<file path="src/rtl/video_fetch_if.sv">
// Video read port between the fetch engine (master) and the RAM arbiter (slave).
// The master registers request, target and address; the arbiter answers with ack, then valid + vd.
interface video_fetch_if;
  logic        video_read_req;
  logic        video_read_req_is_up;
  logic [14:0] video_read_addr;
  logic        video_read_req_ack;
  logic        video_data_valid;
  logic [7:0]  vd;

  modport master (
    output video_read_req, video_read_req_is_up, video_read_addr,
    input  video_read_req_ack, video_data_valid, vd
  );

  modport slave (
    input  video_read_req, video_read_req_is_up, video_read_addr,
    output video_read_req_ack, video_data_valid, vd
  );
endinterface

</file>
<file path="src/rtl/video_fetch.sv">
// Per-cell video fetch: bitmap, attribute and optional ULA+ ink/paper reads.
// Steps on arbiter ack, captures on data-valid, and emits one cell record with a ready strobe.
module video_fetch #(
  parameter int UP_ENABLE = 1
) (
  input  logic        clk28,
  input  logic        rst_n,
  input  logic        fetch_strobe,
  input  logic [4:0]  fetch_x,
  input  logic [7:0]  fetch_y,
  input  logic        up_en,
  video_fetch_if.master vram,
  output logic        busy,
  output logic        cell_ready,
  output logic [7:0]  cell_bitmap,
  output logic [7:0]  cell_attr,
  output logic [7:0]  cell_ink,
  output logic [7:0]  cell_paper,
  output logic        overrun
);

  // The tag reuses the state encoding; IDLE means no read in flight.
  typedef enum logic [2:0] {IDLE, BMP, ATTR, INK, PAPER, DRAIN} state_t;

  state_t      state_reg, state_next;
  state_t      tag_reg, tag_next;
  logic [4:0]  x_reg, x_next;
  logic [7:0]  y_reg, y_next;
  logic        up_reg, up_next;
  logic        req_reg, req_next;
  logic        is_up_reg, is_up_next;
  logic [14:0] addr_reg, addr_next;
  logic [7:0]  bitmap_reg, bitmap_next;
  logic [7:0]  attr_reg, attr_next;
  logic [7:0]  ink_reg, ink_next;
  logic [7:0]  paper_reg, paper_next;
  logic [7:0]  cell_bitmap_reg, cell_bitmap_next;
  logic [7:0]  cell_attr_reg, cell_attr_next;
  logic [7:0]  cell_ink_reg, cell_ink_next;
  logic [7:0]  cell_paper_reg, cell_paper_next;
  logic        cell_ready_reg, cell_ready_next;
  logic        overrun_reg, overrun_next;
  logic        ack_ok;
  logic        capture;

  function automatic logic [14:0] bitmap_addr(input logic [4:0] x, input logic [7:0] y);
    return {2'b00, y[7:6], y[2:0], y[5:3], x};
  endfunction

  function automatic logic [14:0] attr_addr(input logic [4:0] x, input logic [7:0] y);
    return {2'b00, 3'b110, y[7:3], x};
  endfunction

  function automatic logic [14:0] ink_index(input logic [7:0] a);
    return {9'd0, a[7:6], 1'b0, a[2:0]};
  endfunction

  function automatic logic [14:0] paper_index(input logic [7:0] a);
    return {9'd0, a[7:6], 1'b1, a[5:3]};
  endfunction

  always_comb begin
    state_next       = state_reg;
    tag_next         = tag_reg;
    x_next           = x_reg;
    y_next           = y_reg;
    up_next          = up_reg;
    req_next         = req_reg;
    is_up_next       = is_up_reg;
    addr_next        = addr_reg;
    bitmap_next      = bitmap_reg;
    attr_next        = attr_reg;
    ink_next         = ink_reg;
    paper_next       = paper_reg;
    cell_bitmap_next = cell_bitmap_reg;
    cell_attr_next   = cell_attr_reg;
    cell_ink_next    = cell_ink_reg;
    cell_paper_next  = cell_paper_reg;
    cell_ready_next  = 1'b0;
    overrun_next     = overrun_reg;

    ack_ok  = vram.video_read_req_ack && req_reg;
    capture = vram.video_data_valid && (tag_reg != IDLE);

    // Capture first so an ack at the same edge can overwrite the tag.
    if (capture) begin
      tag_next = IDLE;
      case (tag_reg)
        BMP:     bitmap_next = vram.vd;
        ATTR:    attr_next   = vram.vd;
        INK:     ink_next    = vram.vd;
        PAPER:   paper_next  = vram.vd;
        default: ;
      endcase
    end

    case (state_reg)
      IDLE: begin
        if (fetch_strobe) begin
          x_next     = fetch_x;
          y_next     = fetch_y;
          up_next    = up_en && (UP_ENABLE != 0);
          state_next = BMP;
          req_next   = 1'b1;
          is_up_next = 1'b0;
          addr_next  = bitmap_addr(fetch_x, fetch_y);
        end
      end
      BMP: begin
        if (ack_ok) begin
          tag_next   = BMP;
          state_next = ATTR;
          addr_next  = attr_addr(x_reg, y_reg);
        end
      end
      ATTR: begin
        if (ack_ok) begin
          tag_next   = ATTR;
          state_next = up_reg ? INK : DRAIN;
          req_next   = 1'b0;
          is_up_next = 1'b0;
        end
      end
      INK: begin
        if (ack_ok) begin
          tag_next   = INK;
          state_next = PAPER;
          addr_next  = paper_index(attr_reg);
        end
      end
      PAPER: begin
        if (ack_ok) begin
          tag_next   = PAPER;
          state_next = DRAIN;
          req_next   = 1'b0;
          is_up_next = 1'b0;
        end
      end
      default: ;
    endcase

    // The ink index depends on the attribute byte, so arm the palette read as it lands.
    if (state_reg == INK && !req_reg && capture && tag_reg == ATTR) begin
      req_next   = 1'b1;
      is_up_next = 1'b1;
      addr_next  = ink_index(vram.vd);
    end

    if (capture && ((tag_reg == ATTR && !up_reg) || tag_reg == PAPER)) begin
      state_next       = IDLE;
      cell_ready_next  = 1'b1;
      cell_bitmap_next = bitmap_next;
      cell_attr_next   = attr_next;
      cell_ink_next    = up_reg ? ink_next : 8'd0;
      cell_paper_next  = up_reg ? paper_next : 8'd0;
    end

    if (fetch_strobe && state_reg != IDLE) begin
      overrun_next = 1'b1;
    end
  end

  always_ff @(posedge clk28) begin
    if (!rst_n) begin
      state_reg       <= IDLE;
      tag_reg         <= IDLE;
      x_reg           <= '0;
      y_reg           <= '0;
      up_reg          <= 1'b0;
      req_reg         <= 1'b0;
      is_up_reg       <= 1'b0;
      addr_reg        <= '0;
      bitmap_reg      <= '0;
      attr_reg        <= '0;
      ink_reg         <= '0;
      paper_reg       <= '0;
      cell_bitmap_reg <= '0;
      cell_attr_reg   <= '0;
      cell_ink_reg    <= '0;
      cell_paper_reg  <= '0;
      cell_ready_reg  <= 1'b0;
      overrun_reg     <= 1'b0;
    end else begin
      state_reg       <= state_next;
      tag_reg         <= tag_next;
      x_reg           <= x_next;
      y_reg           <= y_next;
      up_reg          <= up_next;
      req_reg         <= req_next;
      is_up_reg       <= is_up_next;
      addr_reg        <= addr_next;
      bitmap_reg      <= bitmap_next;
      attr_reg        <= attr_next;
      ink_reg         <= ink_next;
      paper_reg       <= paper_next;
      cell_bitmap_reg <= cell_bitmap_next;
      cell_attr_reg   <= cell_attr_next;
      cell_ink_reg    <= cell_ink_next;
      cell_paper_reg  <= cell_paper_next;
      cell_ready_reg  <= cell_ready_next;
      overrun_reg     <= overrun_next;
    end
  end

  assign vram.video_read_req       = req_reg;
  assign vram.video_read_req_is_up = is_up_reg;
  assign vram.video_read_addr      = addr_reg;
  assign busy        = (state_reg != IDLE);
  assign cell_ready  = cell_ready_reg;
  assign cell_bitmap = cell_bitmap_reg;
  assign cell_attr   = cell_attr_reg;
  assign cell_ink    = cell_ink_reg;
  assign cell_paper  = cell_paper_reg;
  assign overrun     = overrun_reg;

endmodule

</file>
<file path="src/flat_wrapper.sv">
// flat-port wrapper written by rule: the top's interface ports become plain ports
module video_fetch_flat 
#(
  parameter int UP_ENABLE = 1
)
  (clk28, rst_n, fetch_strobe, fetch_x, fetch_y, up_en, busy, cell_ready, cell_bitmap, cell_attr, cell_ink, cell_paper, overrun, vram_video_read_req, vram_video_read_req_is_up, vram_video_read_addr, vram_video_read_req_ack, vram_video_data_valid, vram_vd);
  video_fetch_if vram_i ();
  input  logic clk28;
  input  logic rst_n;
  input  logic fetch_strobe;
  input  logic [4:0] fetch_x;
  input  logic [7:0] fetch_y;
  input  logic up_en;
  output logic busy;
  output logic cell_ready;
  output logic [7:0] cell_bitmap;
  output logic [7:0] cell_attr;
  output logic [7:0] cell_ink;
  output logic [7:0] cell_paper;
  output logic overrun;
  output wire logic [$bits(vram_i.video_read_req)-1:0] vram_video_read_req;
  output wire logic [$bits(vram_i.video_read_req_is_up)-1:0] vram_video_read_req_is_up;
  output wire logic [$bits(vram_i.video_read_addr)-1:0] vram_video_read_addr;
  input wire logic [$bits(vram_i.video_read_req_ack)-1:0] vram_video_read_req_ack;
  input wire logic [$bits(vram_i.video_data_valid)-1:0] vram_video_data_valid;
  input wire logic [$bits(vram_i.vd)-1:0] vram_vd;
  assign vram_video_read_req = vram_i.video_read_req;
  assign vram_video_read_req_is_up = vram_i.video_read_req_is_up;
  assign vram_video_read_addr = vram_i.video_read_addr;
  assign vram_i.video_read_req_ack = vram_video_read_req_ack;
  assign vram_i.video_data_valid = vram_video_data_valid;
  assign vram_i.vd = vram_vd;
  video_fetch #(.UP_ENABLE(UP_ENABLE)) u_core (.clk28(clk28), .rst_n(rst_n), .fetch_strobe(fetch_strobe), .fetch_x(fetch_x), .fetch_y(fetch_y), .up_en(up_en), .vram(vram_i), .busy(busy), .cell_ready(cell_ready), .cell_bitmap(cell_bitmap), .cell_attr(cell_attr), .cell_ink(cell_ink), .cell_paper(cell_paper), .overrun(overrun));
endmodule
</file>
<file path="config.mk">
export PLATFORM = sky130hd
export DESIGN_NAME = video_fetch_flat
export DESIGN_NICKNAME = d
export VERILOG_FILES = /design/src/rtl/video_fetch_if.sv /design/src/rtl/video_fetch.sv /design/src/flat_wrapper.sv
export SDC_FILE = /design/constraint.sdc
export NUM_CORES = 1
export LEC_CHECK = 0
export BUFFER_PORTS_ARGS = -buffer_cell sky130_fd_sc_hd__buf_4
export CAP_MARGIN = 20
export CORE_ASPECT_RATIO = 0.9
export CORE_MARGIN = 2
export CORE_UTILIZATION = 35
export CTS_BUF_LIST = sky130_fd_sc_hd__clkbuf_2
export CTS_CLUSTER_SIZE = 12
export DETAILED_ROUTE_END_ITERATION = 7
export SLEW_MARGIN = 15
export SYNTH_ARGS = -nofsm -noshare
export SYNTH_HDL_FRONTEND = slang
export SYNTH_SLANG_ARGS = --single-unit
</file>
<file path="constraint.sdc">
create_clock -name clk28 -period 3.6 [get_ports clk28]
set_input_delay 0.9 -clock clk28 [delete_from_list [all_inputs] [get_ports clk28]]
set_output_delay 0.9 -clock clk28 [all_outputs]
set_load 0.1 [all_outputs]
</file>
* Word level (Yosys, flattened, before mapping)
Cells that the tools add are included.
** Storage, ports and cells
- Register bits after elaboration :: 103
- Latch bits :: 0
- Bits in writable memories :: 0
- Bits in read-only memories :: 0
- Bits of input ports :: 27
- Output and inout bits :: 52
- Logic and storage cells :: 99
- Memories :: 0
** Cells by class
- $add $sub $neg :: 0
- $mul :: 0
- Divide/modulo/power cells :: 0
- Magnitude comparators :: 0
- Eq/ne operators :: 17
- Shifts and indexed selects :: 0
- Mux-type cells :: 36
- Bitwise logic cells :: 1
- Reductions and logical operators :: 26
** Operator list (number)
- two-way mux 8 bit :: 10
- two-way mux 15 bit :: 3
- case mux 15 bit (3 select lines) :: 1
- two-way mux 3 bit :: 11
- case mux 3 bit (5 select lines) :: 1
- == test 3 x 2 -> 1 bit, second input constant :: 4
- case mux 3 bit (4 select lines) :: 1
- nonzero test 3 bit :: 4
- logical AND 1 bit :: 8
- inequality test 2 x 1 -> 1 bit, second input constant :: 4
- AND reduction 4 bit :: 2
- == test 3 x 1 -> 1 bit, second input constant :: 2
- == test 3 bit, second input constant :: 2
- two-way mux 1 bit :: 6
- two-way mux 6 bit :: 1
- inequality test 3 x 1 -> 1 bit, second input constant :: 2
- inequality test 3 x 2 -> 1 bit, second input constant :: 2
- AND reduction 6 bit :: 1
- OR reduction 2 bit :: 3
- nonzero test 5 bit :: 1
- case mux 1 bit (2 select lines) :: 2
- nonzero test 4 bit :: 1
- zero test 3 bit :: 1
- AND reduction 3 bit :: 1
- other kinds (5) :: 6

* Logic depth before layout (Yosys ltp)
Gate-level depths: netlist (run 1).
- Depth after elaboration :: 6
- Gate-level depth with buffers :: 6
- Depth with buffers taken out :: 4

* Worst setup path after synthesis (run 1)
OpenSTA, ideal clock, no wires.
- Path kind :: reg2out
- Start point :: register u_core.state_reg[0]
- End point :: output port busy
- Arrival :: 1.406 ns
- Required time :: 2.700 ns
- Setup slack :: 1.294 ns
- Stages on the path, launching flop included :: 3
- Buffers on the path :: 1
- Cells stage by stage :: dfxtp_1 -> clkbuf_1 -> or3_1
** On the way
- Cells in the longest elaborated chain, start to end :: 1
** RTL lines
- from (decl) :: RTL line video_fetch.sv:25 : state_t state_reg, state_next;
- from (signal assigned) :: RTL line video_fetch.sv:184 : state_reg <= state_next;
- nonzero test 3 bit :: RTL line video_fetch.sv:208 : assign busy = (state_reg != IDLE);
- to (decl) :: RTL line flat_wrapper.sv:14 : output logic busy;
Every way passes these cells.

* Final worst setup path (run 1)
- Start point :: register u_core.state_reg[1]
- End point :: output port busy
Same word-level chain as after synthesis.

==> impl_results.md, run 1 <==
* DRT Pass-1 Iters at 4
* Worst hold slack at 467 ps
* GR Util All Layers at 0.166
* Most numerous cell in the Yosys netlist: dfxtp_1
* Mapped Cells at 373
* H-tree Lvls at 3
* Worst r2r src: u_core.state_reg[1]
* Root Buffer: clkbuf_2
* NumNets Final at 465
* FP Rows at 34
* Hold path depth at 2
* Unique masters post-synth at 43
* Yosys top cell by area: dfxtp_1
* Clock-pin slew on the worst setup and hold paths at 230 ps
* Post-route cell area at 4280 um^2
* Worst reg2reg setup slack at approximately 1300 ps
* Detail Route Antenna Nets at 0
* Hold EP: u_core.y_reg[7]
* Gr ovfl total at 0
* Nature of the critical path endpoint: output pin
* Worst-path fanout max at 22
* Die area at 10,800 um^2
* Worst Path Arrival at just over 2000 ps
* Die Ht at 98.8 um
* Synth-to-Final Area Change at 22.4%
* Max_cap viols at 0
* Fin crit share at 0.823
* First-pass GRT wire length at 13,700 um
* Peak supply drop at 0.000277 V
* Routed wire length at about 8800 um
* I/O pins at 79
* Initial core utilization at 0.360
* Asr flop ratio synth at 0
* Wire length per cell at 15.5 um
* HP Start: u_core.y_reg[7]
* F_max at roughly 340 MHz
* Port Buffers at 76
* Placed cell area at 4140 um^2
* Diodes inserted at 0
* Vias per cell at 5.02
* RSZ-0062 raised after global routing: no
* Worst Tran Pin Value at 932 ps
* Status: completed
* Post-synth top cells: 90 x dfxtp_1, 43 x nor2_1, 40 x nand2_1, 30 x mux2i_1, 27 x a21oi_1
* Synth Warn # at 0
* Die X at approximately 110 um
* CP max-delay cell: dfxtp_1
* Startpoint Class: flop
* Pwr Density at between 400 and 500 nW/um^2
* Clock Skew at 15.7 ps
* Largest net degree at the start of global routing at 40
* CTS buffer count at 9
* Ys flop type: dfxtp_1
* Hold_buf cts at 0
* Final hold violation count at 0
* Core area at 9700 um^2
* Hold Crit Class: flop to flop
* Register area at 1800 um^2
* Post-CTS setup buffers at 0
* Slew HR at 0.378
* Yosys reg bits at 90
* Area taken by multi-input logic gates at 1550 um^2
* Non-Filler Instances at 569
* CTS tree: yes
* Antenna violations before repair at 0
* Tmin final at ~3000 ps
* FF-to-FF End: u_core.vram.video_read_addr[7]
* Fillers at about 990
* Reg2reg path depth at 6
* Final HPWL DP at 6150 um
* Top cells by area, synth: dfxtp_1 52%, mux2i_1 8.6%, nor2_1 4.6%
* Critical path class: flop to output pin
* Vias at 2,858
* Largest stage delay, worst path at just under 1000 ps
* Fin Setup TNS at 0 ps
* Total power at 0.00202 W
* Routability cong. at 0.751
* Post-synthesis sequential area ratio at 0.516
* Initial drt markers at 102
* Number of global-route vias before repair at ~2,700
* Share of layout cells above drive strength 1 at 0.239
* Dpl cells at 553
* Max-slew violations at 0
* Syn Std Cell Area at 3490 um^2
* Number of synthesized flops with an enable pin at 0
* Post-CTS resize count at 0
* Post-Syn Area per Cell at 9.37 um^2
* Max clock buf depth at 2
* CP cell instances: or3_1 > buf_4
* Clock latency on the worst-skew pair at 540 ps
* Clock net sink count at 90
* Critical Path RT at 2700 ps
* Max FFs per register at 13
* Final setup fails at 0
* LEAKAGE at 1.70 nW
* # DRC at 0
* Top cell type's share of synthesized area at 0.516
==> critical path: cells and delay by family, from the launching register on <==
kind	cells	cell delay, ps
buffers and inverters	1	300
DFF	1	990
and+or+nand+nor	1	240
==> cell usage in the layout, fill, tap and decap left out, types with 3 or more instances in the layout <==
master      n
o21ai_0    19
a22o_1      7
clkbuf_2    9
nand2b_1    4
nor3b_1     5
o2bb2ai_1   9
a31oi_1     5
mux2i_1    30
nand2_1    40
buf_4      83
nor2b_1     5
a21oi_1    27
nor3_1      8
dfxtp_1    90
a211oi_1   14
nor2_1     43
nand3_1     3
o211ai_1    7
or3_1       3
==> power by group <==
part / internal [W] / switching (W)
sequential: 0.00103 / 0.0000271
clock: 0.000228 / 0.000344
combinational: 0.000101 / 0.000284
==> how the worst max path moves through the flow <==
stage	from	to	slack [ps]	cells past startpoint
floorplan	u_core.state_reg[0]	busy	1290	2
finish	u_core.state_reg[1]	busy	640	2
global placement	fetch_strobe	u_core.vram.video_read_addr[6]	1240	7
detailed placement	fetch_strobe	u_core.vram.video_read_addr[6]	1170	7
global route	u_core.state_reg[1]	busy	470	2
CTS	u_core.state_reg[1]	busy	600	2
==> cells by family after synthesis <==
family | share of synthesized area
other | 0.00107
AO/OA/AOI/OAI | 0.178
multiplexers | 0.0859
XOR/XNOR | 0.00501
buffers and inverters | 0.0469
flip-flops | 0.516
AND/OR/NAND/NOR | 0.167
==> final cells by class <==
type | count | area share
tap | 126 | 0.0369
clock inverter | 7 | 0.0217
sequential | 90 | 0.421
multi-input combinational | 251 | 0.361
inverter | 3 | 0.00263
timing repair buffer | 83 | 0.146
clock buffer | 9 | 0.0105
==> metal layers <==
metal | GRT usage | wire (um) | vias to the layer above
li1 | - | - | 1441
met1 | 0.230 | 4070 | 1326
met2 | 0.249 | 3900 | 82
met3 | 0.0569 | 741 | 9
met4 | 0.0409 | 99 | 0
met5 | 0 | 0 | -
==> metrics by stage <==
| stage | utilization | worst slack [ps] |
|---|---|---|
| 5_1_grt | 0.441 | 475 |
| 4_1_cts | 0.441 | 599 |
| 2_1_floorplan | - | 1290 |
| 3_3_place_gp | 0.427 | 1240 |
| 6_report | 0.441 | 636 |
| 3_5_place_dp | 0.427 | 1170 |
(Power assumes the default switching activity.)
==> inputs of run 2 (changes only) <==
==> constraint.sdc (replaced) <==
create_clock -name clk28 -period 2.9 [get_ports clk28]
set_input_delay 0.725 -clock clk28 [delete_from_list [all_inputs] [get_ports clk28]]
set_output_delay 0.725 -clock clk28 [all_outputs]
set_load 0.1 [all_outputs]
==> run 2 against run 1 <==
Against the previous run: clock-buffer cell count unchanged; cell area decreased by 0.41%; largest cell class unchanged; largest power group unchanged; combinational power increased by 25%.
==> impl_results.md, run 2 (synthesized netlist as in run 1, its figures left out) <==
* I/O pins at 79 (unchanged)
* Diodes inserted at 0 (unchanged)
* CP Buf/Inv Count at 1 (unchanged)
* CTS tree: yes
* Antenna violations before repair at 0 (unchanged)
* Placed cell area at 4160 um^2 (+0.54%)
* Vias at 2,892 (+1.2%)
* Hold Crit Class: input port to flop
* H-tree Lvls at 3 (unchanged)
* Initial core utilization at 0.360 (unchanged)
* Die area at 10,800 um^2 (unchanged)
* Internal cell power at 0.00153 W (+12%)
* Status: completed
* RSZ-0062 raised after global routing: no
* Fin crit share at 0.854
* Fillers at 976 (-1.5%)
* Switching power at 0.000833 W (+27%)
* Max_cap viols at 0 (unchanged)
* Number of global-route vias before repair at 2,588 (-2.5%)
* Slew HR at 0.597 (+0.220)
* Startpoint Class: flop
* Tmin final at 2480 ps
* Synth-to-Final Area Change at 21.9%
* Critical Path RT at 2170 ps (-530 ps)
* Vias per cell at 5.06 (+0.66%)
* F_max at 404 MHz
* Largest net degree at the start of global routing at 36 (-10%)
* Die X at 109 um (unchanged)
* FP Rows at 34 (unchanged)
* CP max-delay cell: dfxtp_1
* CP cell instances: or3_1 > buf_4
* GR Util All Layers at 0.167 (+0.00135)
* Critical path class: flop to output pin
* Worst Path Arrival at 1750 ps (-310 ps)
* Clock net sink count at 90 (unchanged)
* NumNets Final at 468 (+0.65%)
* Post-route cell area at 4260 um^2 (-0.41%)
* Routability cong. at 0.757 (+0.73%)
* DR WL met2 at 3920 um (+0.44%)
* Most common cell after layout, fill and taps aside: dfxtp_1
* Max FFs per register at 13 (unchanged)
* Max clock buf depth at 2 (unchanged)
* Post-CTS resize count at 0 (unchanged)
* DRT Pass-1 Iters at 4 (unchanged)
* # DRC at 0 (unchanged)
* Dpl cells at 556 (+0.54%)
* Nature of the critical path endpoint: output pin
* Top sig layer: met4
* Final HPWL DP at 6050 um (-1.7%)
* Clock latency on the worst-skew pair at 540 ps (about the same)
* Die Ht at 98.8 um (unchanged)
* Final setup fails at 0 (unchanged)
* Clock Skew at 26.4 ps (+10.7 ps)
* CTS buffer count at 9 (unchanged)
* Non-Filler Instances at 572 (+0.53%)
* Routed wire length at 8800 um (-0.19%)
* Worst Tran Pin Value at 601 ps (-331 ps)
* Area taken by multi-input logic gates at 1550 um^2 (unchanged)
* Final hold violation count at 0 (unchanged)
* Pwr Density at 554 nW/um^2 (+18%)
* Wire length per cell at 15.4 um (-0.72%)
* Hold_buf cts at 0 (unchanged)
* Core area at 9700 um^2 (unchanged)
* First-pass GRT wire length at 13,800 um (+0.71%)
* Clock-pin slew on the worst setup and hold paths at 260 ps (+30 ps)
* Max-slew violations at 0 (unchanged)
* Post-CTS setup buffers at 0 (unchanged)
* Detail Route Antenna Nets at 0 (unchanged)
* Most frequent cells in the layout: 90 x dfxtp_1, 86 x buf_4, 43 x nor2_1, 40 x nand2_1, 30 x mux2i_1
* Root Buffer: clkbuf_2
* Gr ovfl total at 0 (unchanged)
* Port Buffers at 76 (unchanged)
* Register area at 1800 um^2 (unchanged)
* Share of layout cells above drive strength 1 at 0.247 (+0.00736)
* Largest delay share family, worst path: flip-flops
* Met1 WL at 4260 um (+4.7%)
* LEAKAGE at 1.70 nW (about the same)
* Fin Setup TNS at 0 ps (unchanged)
* Initial drt markers at 93 (-8.8%)
* Sw frac at 0.353 (+0.0280)
* Clk pwr share at 0.240 (-0.044)
* DR WL met3 at 544 um (-27%)
* Seq pwr share at 0.555 (+0.030)
* Worst-path fanout max at 13 (-41%)
* Peak supply drop at 0.000243 V (-12%)
* Logic gate share of total power at 0.205 (+0.014)
* Final core utilization at 0.439 (-0.00181)
* Largest stage delay, worst path at 680 ps (-310 ps)
run 2: layer usage:
| layer | GRT usage | up-vias |
|---|---|---|
| met2 | 0.253 | 75 |
| met3 | 0.0483 | 7 |
| met5 | 0 | - |
| met4 | 0.0438 | 0 |
| met1 | 0.234 | 1364 |
| li1 | - | 1446 |
run 2: layout make-up:
| cell class | instances | share of cell area |
|---|---|---|
| sequential | 90 | 0.423 |
| inverter | 3 | 0.00264 |
| tap | 126 | 0.0370 |
| timing repair buffer | 86 | 0.152 |
| clock buffer | 9 | 0.0106 |
| multi-input combinational | 251 | 0.363 |
| clock inverter | 7 | 0.0123 |
run 2: final timing paths:
path                                     startpoint                             end  slack [ps]  depth (start not counted)
worst max register to register  u_core.state_reg[0]  u_core.vram.video_read_addr[1]         790                          4
worst min-delay path                     fetch_y[4]                 u_core.y_reg[4]         400                          3
worst max-delay path            u_core.state_reg[2]                            busy         420                          2
worst min register to register      u_core.x_reg[3]                 u_core.x_reg[3]         470                          2
run 2: power by group through the flow:
stage          clock network [W]  logic (W)  registers [W]
2_1_floorplan                  0   0.000188        0.00150
3_3_place_gp                   0   0.000481        0.00133
3_5_place_dp                   0   0.000485        0.00134
4_1_cts                 0.000592   0.000486        0.00131
5_1_grt                 0.000637   0.000513        0.00132
6_report                0.000566   0.000483        0.00131
run 2: per-stage QoR:
stage | power [W] | setup WS (ps) | hold WS (ps)
after detailed placement | 0.00182 | 768 | 444
after CTS | 0.00239 | 373 | 344
after floorplan | 0.00169 | 769 | 432
after global placement | 0.00181 | 822 | 440
final | 0.00236 | 422 | 398
after global routing | 0.00247 | 286 | 348
run 2: worst min-delay path: stages:
cell and delay (ps):
buf_4 110, nand2_1 50, a21oi_1 50
